==> src/rtl/urv_trap_ctrl_pkg.sv <==
// Shared definitions for the uRV machine-mode trap controller:
// CSR addresses, mstatus/mie bit positions, interrupt cause codes and FSM states.
package urv_trap_ctrl_pkg;

    typedef enum logic {
        ST_RUN,
        ST_FLUSH
    } trap_state_t;

    localparam logic [11:0] CSR_ID_MSTATUS = 12'h300;
    localparam logic [11:0] CSR_ID_MIE     = 12'h304;
    localparam logic [11:0] CSR_ID_MTVEC   = 12'h305;
    localparam logic [11:0] CSR_ID_MEPC    = 12'h341;
    localparam logic [11:0] CSR_ID_MCAUSE  = 12'h342;
    localparam logic [11:0] CSR_ID_MIP     = 12'h344;

    localparam int MSTATUS_MIE     = 3;
    localparam int MSTATUS_MPIE    = 7;
    localparam int MSTATUS_MPP_LSB = 11;

    localparam int MIE_MSIE = 3;
    localparam int MIE_MTIE = 7;
    localparam int MIE_MEIE = 11;

    localparam logic [3:0] CAUSE_IRQ_EXT   = 4'd11;
    localparam logic [3:0] CAUSE_IRQ_TIMER = 4'd7;

    // mcause value for an interrupt: bit 31 set, code in [3:0].
    function automatic logic [31:0] irq_cause(input logic [3:0] code);
        return {1'b1, 27'b0, code};
    endfunction

endpackage

==> src/rtl/urv_trap_ctrl_if.sv <==
// Execute-stage <-> trap controller bundle: commit qualifiers, CSR write port,
// trap/return requests and the redirect back to fetch.
interface urv_trap_ctrl_if;
    logic        x_valid_i;
    logic        x_stall_i;
    logic        x_kill_i;
    logic [31:0] x_pc_i;
    logic        x_is_csr_i;
    logic [11:0] x_csr_sel_i;
    logic [31:0] x_csr_write_value_i;
    logic        x_exception_i;
    logic [3:0]  x_exception_cause_i;
    logic        x_is_mret_i;
    logic        x_redirect_o;
    logic [31:0] x_redirect_pc_o;

    modport master (
        output x_valid_i, x_stall_i, x_kill_i, x_pc_i, x_is_csr_i, x_csr_sel_i,
               x_csr_write_value_i, x_exception_i, x_exception_cause_i, x_is_mret_i,
        input  x_redirect_o, x_redirect_pc_o
    );

    modport slave (
        input  x_valid_i, x_stall_i, x_kill_i, x_pc_i, x_is_csr_i, x_csr_sel_i,
               x_csr_write_value_i, x_exception_i, x_exception_cause_i, x_is_mret_i,
        output x_redirect_o, x_redirect_pc_o
    );
endinterface

==> src/rtl/urv_sync_ff.sv <==
// Multi-stage flip-flop synchroniser for an asynchronous level input.
// Output follows the input after STAGES rising edges.
module urv_sync_ff #(
    parameter int STAGES = 2
) (
    input  logic clk,
    input  logic rst_n,
    input  logic d,
    output logic q
);

    logic [STAGES-1:0] chain;

    always_ff @(posedge clk or negedge rst_n) begin
        if (!rst_n) begin
            chain <= '0;
        end else begin
            chain <= {chain[STAGES-2:0], d};
        end
    end

    assign q = chain[STAGES-1];

endmodule

==> src/rtl/urv_trap_ctrl.sv <==
// uRV machine-mode trap controller: owns the trap CSRs, arbitrates exception /
// mret / interrupt redirects and enforces a flush blackout after each redirect.
module urv_trap_ctrl
    import urv_trap_ctrl_pkg::*;
#(
    parameter int          FLUSH_CYCLES = 2,
    parameter int          SYNC_STAGES  = 2,
    parameter logic [31:0] MTVEC_RESET  = 32'h0000_0008
) (
    input  logic          clk_i,
    input  logic          rst_n_i,
    urv_trap_ctrl_if.slave exec,
    input  logic          irq_i,
    input  logic          timer_irq_i,
    output logic [31:0]   csr_mstatus_o,
    output logic [31:0]   csr_mip_o,
    output logic [31:0]   csr_mie_o,
    output logic [31:0]   csr_mtvec_o,
    output logic [31:0]   csr_mepc_o,
    output logic [31:0]   csr_mcause_o
);

    localparam logic [3:0] FLUSH_LOAD = 4'(FLUSH_CYCLES - 1);

    trap_state_t state_q, state_d;
    logic [3:0]  cnt_q, cnt_d;

    logic        mstatus_mie_q, mstatus_mpie_q;
    logic        meie_q, mtie_q, msie_q;
    logic [31:2] mtvec_q, mepc_q;
    logic        mcause_irq_q;
    logic [3:0]  mcause_code_q;
    logic        irq_sync, timer_sync;

    urv_sync_ff #(.STAGES(SYNC_STAGES)) u_sync_ext (
        .clk(clk_i), .rst_n(rst_n_i), .d(irq_i), .q(irq_sync)
    );

    urv_sync_ff #(.STAGES(SYNC_STAGES)) u_sync_timer (
        .clk(clk_i), .rst_n(rst_n_i), .d(timer_irq_i), .q(timer_sync)
    );

    logic        commit, in_run;
    logic        take_exc, take_mret, take_ext, take_timer, take_trap, redirect;
    logic        csr_we;
    logic [31:0] wv;

    assign wv     = exec.x_csr_write_value_i;
    assign commit = exec.x_valid_i & ~exec.x_stall_i & ~exec.x_kill_i;
    assign in_run = (state_q == ST_RUN);

    // Fixed priority: exception, mret, external irq, timer irq.
    assign take_exc   = in_run & commit & exec.x_exception_i;
    assign take_mret  = in_run & commit & ~exec.x_exception_i & exec.x_is_mret_i;
    assign take_ext   = in_run & commit & ~exec.x_exception_i & ~exec.x_is_mret_i
                        & mstatus_mie_q & meie_q & irq_sync;
    assign take_timer = in_run & commit & ~exec.x_exception_i & ~exec.x_is_mret_i & ~take_ext
                        & mstatus_mie_q & mtie_q & timer_sync;
    assign take_trap  = take_exc | take_ext | take_timer;
    assign redirect   = take_trap | take_mret;

    assign csr_we = in_run & commit & exec.x_is_csr_i & ~exec.x_exception_i & ~redirect;

    assign exec.x_redirect_o    = redirect;
    assign exec.x_redirect_pc_o = take_mret ? {mepc_q, 2'b00} : {mtvec_q, 2'b00};

    // NOTE: state registers use non-blocking assignments so every flop samples
    // the pre-edge values, independent of process evaluation order.
    always_ff @(posedge clk_i or negedge rst_n_i) begin
        if (!rst_n_i) begin
            mstatus_mie_q  <= 1'b0;
            mstatus_mpie_q <= 1'b0;
            meie_q         <= 1'b0;
            mtie_q         <= 1'b0;
            msie_q         <= 1'b0;
            mtvec_q        <= MTVEC_RESET[31:2];
            mepc_q         <= '0;
            mcause_irq_q   <= 1'b0;
            mcause_code_q  <= '0;
        end else if (take_trap) begin
            mepc_q         <= exec.x_pc_i[31:2];
            mcause_irq_q   <= ~take_exc;
            mcause_code_q  <= take_exc ? exec.x_exception_cause_i :
                              take_ext ? CAUSE_IRQ_EXT : CAUSE_IRQ_TIMER;
            mstatus_mpie_q <= mstatus_mie_q;
            mstatus_mie_q  <= 1'b0;
        end else if (take_mret) begin
            mstatus_mie_q  <= mstatus_mpie_q;
            mstatus_mpie_q <= 1'b1;
        end else if (csr_we) begin
            unique case (exec.x_csr_sel_i)
                CSR_ID_MSTATUS: begin
                    mstatus_mie_q  <= wv[MSTATUS_MIE];
                    mstatus_mpie_q <= wv[MSTATUS_MPIE];
                end
                CSR_ID_MIE: begin
                    meie_q <= wv[MIE_MEIE];
                    mtie_q <= wv[MIE_MTIE];
                    msie_q <= wv[MIE_MSIE];
                end
                CSR_ID_MTVEC:  mtvec_q <= wv[31:2];
                CSR_ID_MEPC:   mepc_q  <= wv[31:2];
                CSR_ID_MCAUSE: begin
                    mcause_irq_q  <= wv[31];
                    mcause_code_q <= wv[3:0];
                end
                default: ;
            endcase
        end
    end

    always_ff @(posedge clk_i or negedge rst_n_i) begin
        if (!rst_n_i) begin
            state_q <= ST_RUN;
            cnt_q   <= '0;
        end else begin
            state_q <= state_d;
            cnt_q   <= cnt_d;
        end
    end

    // NOTE: defaults first so no path leaves state_d/cnt_d unassigned (no latch).
    always_comb begin
        state_d = state_q;
        cnt_d   = cnt_q;
        unique case (state_q)
            ST_RUN: begin
                if (redirect) begin
                    state_d = ST_FLUSH;
                    cnt_d   = FLUSH_LOAD;
                end
            end
            ST_FLUSH: begin
                if (cnt_q == 4'd0) state_d = ST_RUN;
                else               cnt_d   = cnt_q - 4'd1;
            end
            default: state_d = ST_RUN;
        endcase
    end

    assign csr_mstatus_o = {19'b0, 2'b11, 3'b0, mstatus_mpie_q, 3'b0, mstatus_mie_q, 3'b0};
    assign csr_mie_o     = {20'b0, meie_q, 3'b0, mtie_q, 3'b0, msie_q, 3'b0};
    assign csr_mip_o     = {20'b0, irq_sync, 3'b0, timer_sync, 7'b0};
    assign csr_mtvec_o   = {mtvec_q, 2'b00};
    assign csr_mepc_o    = {mepc_q, 2'b00};
    assign csr_mcause_o  = {mcause_irq_q, 27'b0, mcause_code_q};

    logic unused_bits;
    assign unused_bits = ^{wv[1:0], exec.x_pc_i[1:0]};

endmodule

==> src/flat_wrapper.sv <==
// flat-port wrapper written by rule: the top's interface ports become plain ports
module urv_trap_ctrl_flat import urv_trap_ctrl_pkg::*;
#(
    parameter int          FLUSH_CYCLES = 2,
    parameter int          SYNC_STAGES  = 2,
    parameter logic [31:0] MTVEC_RESET  = 32'h0000_0008
)
  (clk_i, rst_n_i, irq_i, timer_irq_i, csr_mstatus_o, csr_mip_o, csr_mie_o, csr_mtvec_o, csr_mepc_o, csr_mcause_o, exec_x_valid_i, exec_x_stall_i, exec_x_kill_i, exec_x_pc_i, exec_x_is_csr_i, exec_x_csr_sel_i, exec_x_csr_write_value_i, exec_x_exception_i, exec_x_exception_cause_i, exec_x_is_mret_i, exec_x_redirect_o, exec_x_redirect_pc_o);
  urv_trap_ctrl_if exec_i ();
  input  logic clk_i;
  input  logic rst_n_i;
  input  logic irq_i;
  input  logic timer_irq_i;
  output logic [31:0] csr_mstatus_o;
  output logic [31:0] csr_mip_o;
  output logic [31:0] csr_mie_o;
  output logic [31:0] csr_mtvec_o;
  output logic [31:0] csr_mepc_o;
  output logic [31:0] csr_mcause_o;
  input wire logic [$bits(exec_i.x_valid_i)-1:0] exec_x_valid_i;
  input wire logic [$bits(exec_i.x_stall_i)-1:0] exec_x_stall_i;
  input wire logic [$bits(exec_i.x_kill_i)-1:0] exec_x_kill_i;
  input wire logic [$bits(exec_i.x_pc_i)-1:0] exec_x_pc_i;
  input wire logic [$bits(exec_i.x_is_csr_i)-1:0] exec_x_is_csr_i;
  input wire logic [$bits(exec_i.x_csr_sel_i)-1:0] exec_x_csr_sel_i;
  input wire logic [$bits(exec_i.x_csr_write_value_i)-1:0] exec_x_csr_write_value_i;
  input wire logic [$bits(exec_i.x_exception_i)-1:0] exec_x_exception_i;
  input wire logic [$bits(exec_i.x_exception_cause_i)-1:0] exec_x_exception_cause_i;
  input wire logic [$bits(exec_i.x_is_mret_i)-1:0] exec_x_is_mret_i;
  output wire logic [$bits(exec_i.x_redirect_o)-1:0] exec_x_redirect_o;
  output wire logic [$bits(exec_i.x_redirect_pc_o)-1:0] exec_x_redirect_pc_o;
  assign exec_i.x_valid_i = exec_x_valid_i;
  assign exec_i.x_stall_i = exec_x_stall_i;
  assign exec_i.x_kill_i = exec_x_kill_i;
  assign exec_i.x_pc_i = exec_x_pc_i;
  assign exec_i.x_is_csr_i = exec_x_is_csr_i;
  assign exec_i.x_csr_sel_i = exec_x_csr_sel_i;
  assign exec_i.x_csr_write_value_i = exec_x_csr_write_value_i;
  assign exec_i.x_exception_i = exec_x_exception_i;
  assign exec_i.x_exception_cause_i = exec_x_exception_cause_i;
  assign exec_i.x_is_mret_i = exec_x_is_mret_i;
  assign exec_x_redirect_o = exec_i.x_redirect_o;
  assign exec_x_redirect_pc_o = exec_i.x_redirect_pc_o;
  urv_trap_ctrl #(.FLUSH_CYCLES(FLUSH_CYCLES), .SYNC_STAGES(SYNC_STAGES), .MTVEC_RESET(MTVEC_RESET)) u_core (.clk_i(clk_i), .rst_n_i(rst_n_i), .exec(exec_i), .irq_i(irq_i), .timer_irq_i(timer_irq_i), .csr_mstatus_o(csr_mstatus_o), .csr_mip_o(csr_mip_o), .csr_mie_o(csr_mie_o), .csr_mtvec_o(csr_mtvec_o), .csr_mepc_o(csr_mepc_o), .csr_mcause_o(csr_mcause_o));
endmodule
==> config.mk <==
export PLATFORM = sky130hd
export DESIGN_NAME = urv_trap_ctrl_flat
export DESIGN_NICKNAME = d
export VERILOG_FILES = /design/src/rtl/urv_trap_ctrl_pkg.sv /design/src/rtl/urv_trap_ctrl_if.sv /design/src/rtl/urv_sync_ff.sv /design/src/rtl/urv_trap_ctrl.sv /design/src/flat_wrapper.sv
export SDC_FILE = /design/constraint.sdc
export NUM_CORES = 1
export LEC_CHECK = 0
export CAP_MARGIN = 20
export CORE_AREA = 2 2 121 123
export CTS_CLUSTER_DIAMETER = 80
export DETAILED_ROUTE_END_ITERATION = 7
export DIE_AREA = 0 0 123 125
export PLACE_DENSITY = 0.85
export SLEW_MARGIN = 20
export SYNTH_ARGS = -nofsm -noshare
export SYNTH_HDL_FRONTEND = slang
export SYNTH_SLANG_ARGS = --single-unit
==> constraint.sdc <==
create_clock -name clk_i -period 3.9 [get_ports clk_i]
set_clock_uncertainty 0.1 [all_clocks]
set_input_delay 0.78 -clock clk_i [delete_from_list [all_inputs] [get_ports clk_i]]
set_output_delay 0.78 -clock clk_i [all_outputs]
set_load 0.02 [all_outputs]
# == Word-level counts from Yosys, hierarchy flattened ==
# Index checks and enable logic that the tools add are counted.
# totals
reg_bits,79
in_bits,90
# classes
add_sub_neg,1
eq_ne,8
mux,29
bitwise_logic,30
n_reduce_logical,12
# op_table
cell,count
30-bit two-way mux,4
12-bit by 10-bit == test with 1-bit output (second input constant),5
32-bit two-way mux,1
4-bit two-way mux,8
1-bit bitwise AND,17
1-bit two-way mux,14
1-bit inverter,10
4-bit case mux with 2 select lines,1
4-bit AND reduction,2
2-bit != test (second input constant),3
3-bit AND reduction,2
2-bit nonzero test,3
3-bit nonzero test,2
4-bit zero test,1
2-bit AND reduction,2
4-bit by 1-bit subtractor with 4-bit output (second input constant),1
1-bit bitwise OR,3
1-bit case mux with 2 select lines,1

# == Logic depth before layout (Yosys ltp) ==
# Gate-level depths: netlist of run 1.
# logic_depth
ltp_word,21
depth_mapped,6
ltp_nobuf,6

# == Cells and area by module ==
# From an unflattened synthesis of run 1, not the netlist that was laid out.
# hier_totals
cells_unflattened,509
area_unflattened_um2,5119.9
# by_module_without_submodules
module,n_inst,cells_each,area_per_inst_um2,seq_area_each_um2
urv_trap_ctrl,1,505,5019.8,1878.1
urv_sync_ff,2,2,50.0,50.0

# == Worst setup path before layout of run 1 ==
# No wires, ideal clock.
# synth_path
path_type,input -> output
from,in exec_x_stall_i
to,out exec_x_redirect_pc_o[10]
arrival_time_ns,1.966
path_slack_ns,1.054
stages,4
cell_sequence,nor4b_4 -> nand2_1 -> clkbuf_1 -> mux2_2
# synth_via
elab_chain_len,7
# synth_lines
item,line,text
from (decl),flat_wrapper.sv:21,input wire logic [$bits(exec_i.x_stall_i)-1:0] exec_x_stall_i;
1-bit inverter,urv_trap_ctrl.sv:49,assign commit = exec.x_valid_i & ~exec.x_stall_i & ~exec.x_kill_i;
1-bit bitwise AND (2 in a row),urv_trap_ctrl.sv:49,
1-bit bitwise AND (3 in a row),urv_trap_ctrl.sv:54,assign take_mret = in_run & commit & ~exec.x_exception_i & exec.x_is_mret_i;
32-bit two-way mux,urv_trap_ctrl.sv:65,"assign exec.x_redirect_pc_o = take_mret ? {mepc_q, 2'b00} : {mtvec_q, 2'b00};"
to (decl),flat_wrapper.sv:31,output wire logic [$bits(exec_i.x_redirect_pc_o)-1:0] exec_x_redirect_pc_o;
# No other way between the ends.

# == Final worst setup path of run 1 ==
# layout_path
from,in exec_x_stall_i
to,out exec_x_redirect_o
# layout_via
elab_chain_len,16
elab_cells_between_ends,19
# layout_lines
item,line,text
1-bit inverter (*),urv_trap_ctrl.sv:49,
1-bit bitwise AND (*) (2 in a row),urv_trap_ctrl.sv:49,
1-bit bitwise AND (*),-,
1-bit bitwise AND,"urv_trap_ctrl.sv:54, urv_trap_ctrl.sv:55, urv_trap_ctrl.sv:57",
1-bit bitwise AND,"urv_trap_ctrl.sv:55, urv_trap_ctrl.sv:57",
1-bit bitwise AND (3 in a row),urv_trap_ctrl.sv:56,& mstatus_mie_q & meie_q & irq_sync;
1-bit inverter,urv_trap_ctrl.sv:57,assign take_timer = in_run & commit & ~exec.x_exception_i & ~exec.x_is_mret_i & ~take_ext
1-bit bitwise AND,urv_trap_ctrl.sv:57,
1-bit bitwise AND (3 in a row),urv_trap_ctrl.sv:58,& mstatus_mie_q & mtie_q & timer_sync;
1-bit bitwise OR,urv_trap_ctrl.sv:59,assign take_trap = take_exc | take_ext | take_timer;
1-bit bitwise OR (*),urv_trap_ctrl.sv:60,assign redirect = take_trap | take_mret;
to (decl),flat_wrapper.sv:30,output wire logic [$bits(exec_i.x_redirect_o)-1:0] exec_x_redirect_o;
# Mark *: on every way between the ends. The rest lies on a longest branch, timed or not.

==> metrics.md, run 1 <==
| Metric | Value |
|---|---|
| Outcome | `complete, no violations` |
| Most frequent cells in the layout | `189 x clkdlybuf4s50_1, 122 x conb_1, 78 x dfrtp_1` |
| Postcts setup bufs | `0` |
| Register-to-Register Path Depth | `5` |
| Yosys cell types | `48` |
| Post-synthesis instance total | `around 500` |
| Post-Place Setup Slack | `approximately 0.29 ns` |
| Hold path depth | `0` |
| Row count | `44` |
| Post_cts resized | `0` |
| Clock buffers created by TritonCTS | `9` |
| Clock Path Buffers | `2` |
| CTS tree | `done` |
| Unrepaired setup endpoints after global routing | `no` |
| Final net count | `773` |
| Clock root buffer | `clkbuf_16` |
| WHS | `around 0.25 ns` |
| Initial antenna violation count | `0` |
| Post-Syn Area per Cell | `just under 10 um2` |
| Fillers | `1323` |
| Cell Pwr Density | `~480 nW/um2` |
| Post-synth EDFFs | `0` |
| Main synth FF type | `dfrtp_1` |
| Non-Filler Instances | `roughly 870` |
| Final WS setup | `around 0.27 ns` |
| Placed cell count | `855` |
| Drt via density | `a little under 5` |
| Max incr delay on CP | `around 0.65 ns` |
| Critical Path Start Type | `input port` |
| IO Port Bufs | `between 150 and 200` |
| Register area share after synthesis | `0.392` |
| Synthesis Warnings | `0` |
| Total leakage power | `3.09 nW` |
| Crit path required time | `a little over 3 ns` |
| Grt ovf | `0` |
| Post-Route WL | `14000 um` |
| Post-CTS Hold Buffers | `0` |
| Arr. time, crit path | `around 2.8 ns` |
| Reg2reg start | `u_core.state_q` |
| Int Pwr | `roughly 2.2 mW` |
| Peak VDD IR | `0.235 mV` |
| Crit path max fanout | `4` |
| Max Clock Freq | `roughly 0.28 GHz` |
| Max-cap viol count | `0` |
| Clock Latency Late Sink | `between 0.3 and 0.4 ns` |
| Core ar. | `around 14000 um2` |
| Setup tns final | `0 ns` |
| Power share of the clock group | `0.257` |
| Htree depth | `3` |
| Initial core utilization | `0.356` |
| CTS clk-pin slew, worst paths | `0.06 ns` |
| Most frequent CP cell | `clkdlybuf4s50_1` |
| ANT nets after route | `0` |
| Fin. Hold Viols | `0` |
| Vias | `between 4000 and 5000` |
| Layout cell share with drive strength beyond 1 | `0.106` |
| Total GRT Usage | `0.178` |
| DRT iter0 DRCs | `236` |
| Post-layout minimum cycle time | `roughly 3.6 ns` |
| Pre-antenna DRT Iters | `4` |
| Die H | `roughly 130 um` |
| Crit path kind | `input port to output port` |
| DRC violations left | `0` |
| RR Endpoint | `u_core.mcause_code_q[2]` |
| DIE AREA | `~15000 um2` |
| Slew @ Worst Pin | `around 0.74 ns` |
| Post-Syn Area | `a little over 5000 um2` |
| Hold Crit Class | `flip-flop to flip-flop` |
| DP HPWL | `roughly 10000 um` |
| Hold endpoint | `u_core.u_sync_ext.chain[1]` |
| Ys async rst share | `1.00` |
| Global-route wire length before repair | `roughly 21000 um` |
| Slew Viols, Final | `0` |
| CTS Sinks | `79` |
| #FFs+latches synth | `between 70 and 80` |
| Number of global-route vias before repair | `3874` |
| Area grow syn2layout | `37.6%` |
| Horiz. Die Dim | `about 120 um` |
| Slowest-stage cell, CP | `clkdlybuf4s50_1` |
| Min-delay src | `u_core.u_sync_ext.chain[0]` |
| WL per Instance | `16.1 um` |
| Sw Share | `0.352` |
| IO Pins | `315` |
| Sw power | `approximately 1.2 mW` |
| Commonest non-fill, non-tap cell in the layout | `clkdlybuf4s50_1` |
| Reg power frac | `0.369` |
| Period utilization | `0.932` |
| Worst Setup SP | `exec_x_stall_i` |
| CP endpoint kind | `output port` |
| Worst-case headroom to the max-slew limit | `0.507` |
| Final setup viols | `0` |
| Largest net degree at the start of global routing | `80` |
| Proportion of power drawn by combinational gates | `0.373` |
| Antenna cells | `0` |
| Worst path cell trace | `clkdlybuf4s50_1 -> or4b_1 -> a211oi_2 -> clkdlybuf4s50_1` |
| RePlAce Congestion | `between 0.8 and 0.9` |
| Fin util | `0.489` |
| Worst R2R Setup Slack | `around 1.4 ns` |
worst max-delay path, delay by kind of cell:
family,cells,cell delay (ns)
buf+inv,2,1.11
simple gates,1,0.62
compound gates,1,0.24
registers in the layout, indices dropped and copies added (netlist names):
register                   cells
u_core.mtie_q                  1
u_core.mstatus_mie_q           1
u_core.u_sync_ext.chain        2
u_core.u_sync_timer.chain      2
u_core.mcause_code_q           4
u_core.mcause_irq_q            1
u_core.mepc_q                 30
u_core.msie_q                  1
u_core.mstatus_mpie_q          1
u_core.state_q                 1
u_core.meie_q                  1
u_core.cnt_q                   4
u_core.mtvec_q                30
Yosys cell counts (2+ instances only):
master / count / area share
a21oi_1: 2 / 0.0020
a31oi_1: 32 / 0.040
a32oi_1: 2 / 0.0035
a41oi_1: 4 / 0.0069
and2_1: 2 / 0.0025
and4b_1: 2 / 0.0040
buf_2: 4 / 0.0040
buf_4: 130 / 0.19
buf_6: 3 / 0.0067
clkbuf_1: 23 / 0.017
conb_1: 2 / 0.0015
dfrtp_1: 78 / 0.39
inv_1: 6 / 0.0045
mux2_1: 31 / 0.069
mux2_2: 34 / 0.076
nand2_1: 6 / 0.0045
nand2b_1: 4 / 0.0050
nand3_1: 3 / 0.0030
nand4_1: 31 / 0.038
nor2_1: 37 / 0.027
nor2b_1: 5 / 0.0062
nor3_1: 5 / 0.0050
o21ai_0: 34 / 0.034
o2bb2ai_1: 4 / 0.0069
power groups by stage:
stage / clock [mW] / combinational [mW] / sequential [mW]
4_1_cts: 0.882 / 1.25 / 1.23
3_5_place_dp: 0 / 1.25 / 1.24
2_1_floorplan: 0 / 0.544 / 1.42
3_3_place_gp: 0 / 1.22 / 1.24
5_1_grt: 0.915 / 1.34 / 1.27
6_report: 0.858 / 1.24 / 1.23
worst max-delay path by stage:
stage	endpoint	slack [ns]
after floorplan	exec_x_redirect_pc_o[10]	1.05
after global placement	exec_x_redirect_o	0.31
after detailed placement	exec_x_redirect_o	0.29
after CTS	exec_x_redirect_o	0.27
after global routing	exec_x_redirect_o	0.23
final	exec_x_redirect_o	0.27
logic make-up after synthesis:
logic type / count (synthesis) / synth area share
other cells: 2 / 0.00149
buf+inv: 167 / 0.226
compound gates: 88 / 0.110
flops: 79 / 0.392
xor+xnor: 2 / 0.00347
fa+ha+maj: 1 / 0.00248
mux: 65 / 0.145
simple gates: 104 / 0.120
layer usage:
layer  share of wire  track usage  up-vias
li1                -            -     1916
met1            0.39        0.215     2054
met2            0.50        0.306      219
met3           0.087       0.0283       25
met4           0.024       0.0822        0
met5               0            0        -
per-stage QoR:
stage	area (um2)	total power, mW
after floorplan	5500	1.96
after global placement	6640	2.46
after detailed placement	6640	2.49
after CTS	6940	3.37
after global routing	6950	3.52
final	6950	3.34
cell type report:
type / count / area [um2] / share of cell area
clock buffers: 13 / 260 / 0.0375
clock inverters: 3 / 42.5 / 0.00612
inverters: 6 / 22.5 / 0.00324
multi-input cells: 382 / 2390 / 0.344
flip-flops and latches: 79 / 1980 / 0.285
well taps: 184 / 230 / 0.0331
repair buffers: 204 / 2020 / 0.291
Power figures use the tool's default switching activity.
==> inputs of run 2 (changes only) <==
- CORE_AREA: 2 2 121 123 -> 2 2 123 125
- DIE_AREA: 0 0 123 125 -> 0 0 125 127
- PLACE_DENSITY: 0.85 -> 0.83
==> run 2 against run 1 <==
  * Global-route usage down 0.18 points
  * Wire length rose by 2.9%
  * Register-to-register slack lost 0.02 ns
  * Largest cell class unchanged
  * Critical endpoint unchanged
  * Via count rose by 0.74%
  * First-iteration DRC count fell by 5.9%
==> metrics.md, run 2 (same netlist as run 1, synthesis figures left out) <==
| Metric | Value |
|---|---|
| Post_cts resized | `0` |
| IO Port Bufs | `190` |
| Largest net degree at the start of global routing | `80` |
| DIE AREA | `15900 um2` |
| Row count | `44` |
| Pwr Total | `between 3 and 4 mW` |
| Horiz. Die Dim | `around 130 um` |
| Max Clock Freq | `0.275 GHz` |
| Post-layout minimum cycle time | `between 3 and 4 ns` |
| Hold Crit Class | `flip-flop to flip-flop` |
| Most frequent cells in the layout | `189 x clkdlybuf4s50_1, 122 x conb_1, 78 x dfrtp_1` |
| Clock Latency Late Sink | `between 0.3 and 0.4 ns` |
| Global-route wire length before repair | `roughly 22000 um` |
| Critical Path Start Type | `input port` |
| Crit path required time | `approximately 3.0 ns` |
| Antenna cells | `0` |
| Total leakage power | `about 3.1 nW` |
| Clock root buffer | `clkbuf_16` |
| WL per Instance | `between 15 and 20 um` |
| ANT nets after route | `0` |
| Peak VDD IR | `~0.29 mV` |
| DP HPWL | `approximately 10000 um` |
| Setup tns final | `0 ns` |
| Number of global-route vias before repair | `4031` |
| Clock buffers created by TritonCTS | `9` |
| Max-cap viol count | `0` |
| RePlAce Congestion | `~0.8` |
| Top Registers | `u_core.mepc_q (30), u_core.mtvec_q (30)` |
| Die H | `approximately 130 um` |
| Htree depth | `3` |
| Grt ovf | `0` |
| Slew @ Worst Pin | `about 0.73 ns` |
| CTS Sinks | `79` |
| CP endpoint kind | `output port` |
| Unrepaired setup endpoints after global routing | `no` |
| DRC violations left | `0` |
| Drt via density | `around 4.9` |
| Register area | `between 1500 and 2000 um2` |
| Post-CTS Hold Buffers | `0` |
| Fin. Hold Viols | `0` |
| Footprint of the multi-input gates | `between 2000 and 2500 um2` |
| Crit path kind | `input port to output port` |
| Fillers | `~1400` |
| Clock Path Buffers | `2` |
| Post-Route WL | `between 10000 and 15000 um` |
| DRT iter0 DRCs | `approximately 220` |
| Initial antenna violation count | `0` |
| Initial core utilization | `0.350` |
| Total GRT Usage | `0.176` |
| IO Pins | `315` |
| CTS tree | `done` |
| Outcome | `complete, no violations` |
| Arr. time, crit path | `2.75 ns` |
| Slew Viols, Final | `0` |
| Register-to-Register Path Depth | `6` |
| Worst-case headroom to the max-slew limit | `0.511` |
| Commonest non-fill, non-tap cell in the layout | `clkdlybuf4s50_1` |
| Core ar. | `around 14000 um2` |
| Layout cell share with drive strength beyond 1 | `0.103` |
| Cell Pwr Density | `around 500 nW/um2` |
| Pre-antenna DRT Iters | `5` |
| Postcts setup bufs | `0` |
| Crit path max fanout | `4` |
| Hold path depth | `0` |
| Period utilization | `0.932` |
| CTS clk-pin slew, worst paths | `~0.05 ns` |
| Final net count | `approximately 770` |
| Area grow syn2layout | `37.9%` |
| Final setup viols | `0` |
| Vias | `between 4000 and 5000` |
## run 2: report_power, final
group / internal [mW] / switching [mW] / total (mW)
Combinational: 0.590 / 0.668 / 1.26
Clock: 0.572 / 0.320 / 0.893
Sequential: 1.04 / 0.197 / 1.24
## run 2: through the flow
stage                     hold slack [ns]  cell area (um2)   util  instances  setup WS, ns
after floorplan                     0.231             5500      -        628          1.05
after global placement              0.232             6650  0.461        855         0.260
after detailed placement            0.240             6650  0.461        855         0.262
after CTS                           0.254             6960  0.483        870         0.255
after global routing                0.267             6970  0.483        870         0.207
final                               0.251             6970  0.483        870         0.266
## run 2: final timing paths
path	start	to	slack, ns
worst max-delay path	exec_x_stall_i	exec_x_redirect_o	0.27
worst min-delay path	u_core.u_sync_ext.chain[0]	u_core.u_sync_ext.chain[1]	0.25
worst max register to register	u_core.state_q	u_core.mtvec_q[18]	1.42
worst min register to register	u_core.u_sync_ext.chain[0]	u_core.u_sync_ext.chain[1]	0.25
max in group asynchronous	rst_n_i	u_core.mepc_q[12]	2.81
min in group asynchronous	rst_n_i	u_core.mcause_code_q[0]	0.37
## run 2: critical path, cell delays in order
cell and delay [ns]:
clkdlybuf4s50_1 0.45, or4b_1 0.62, a211oi_2 0.23, clkdlybuf4s50_1 0.66
## run 2: layout make-up
| cell class | count | share of cell area |
|---|---|---|
| timing repair buffer | 204 | 0.292 |
| multi-input combinational | 382 | 0.343 |
| tap | 184 | 0.0330 |
| inverter | 6 | 0.00323 |
| clock inverter | 4 | 0.0101 |
| clock buffer | 11 | 0.0348 |
| sequential | 79 | 0.284 |
## run 2: routing by layer
| layer | part of all wire | wire length [um] | track usage | up-vias |
|---|---|---|---|---|
| li1 | - | - | - | 1908 |
| met1 | 0.40 | 5740 | 0.216 | 2070 |
| met2 | 0.50 | 7160 | 0.296 | 242 |
| met3 | 0.081 | 1170 | 0.0373 | 25 |
| met4 | 0.026 | 376 | 0.0824 | 0 |
| met5 | 0 | 0 | 0 | - |
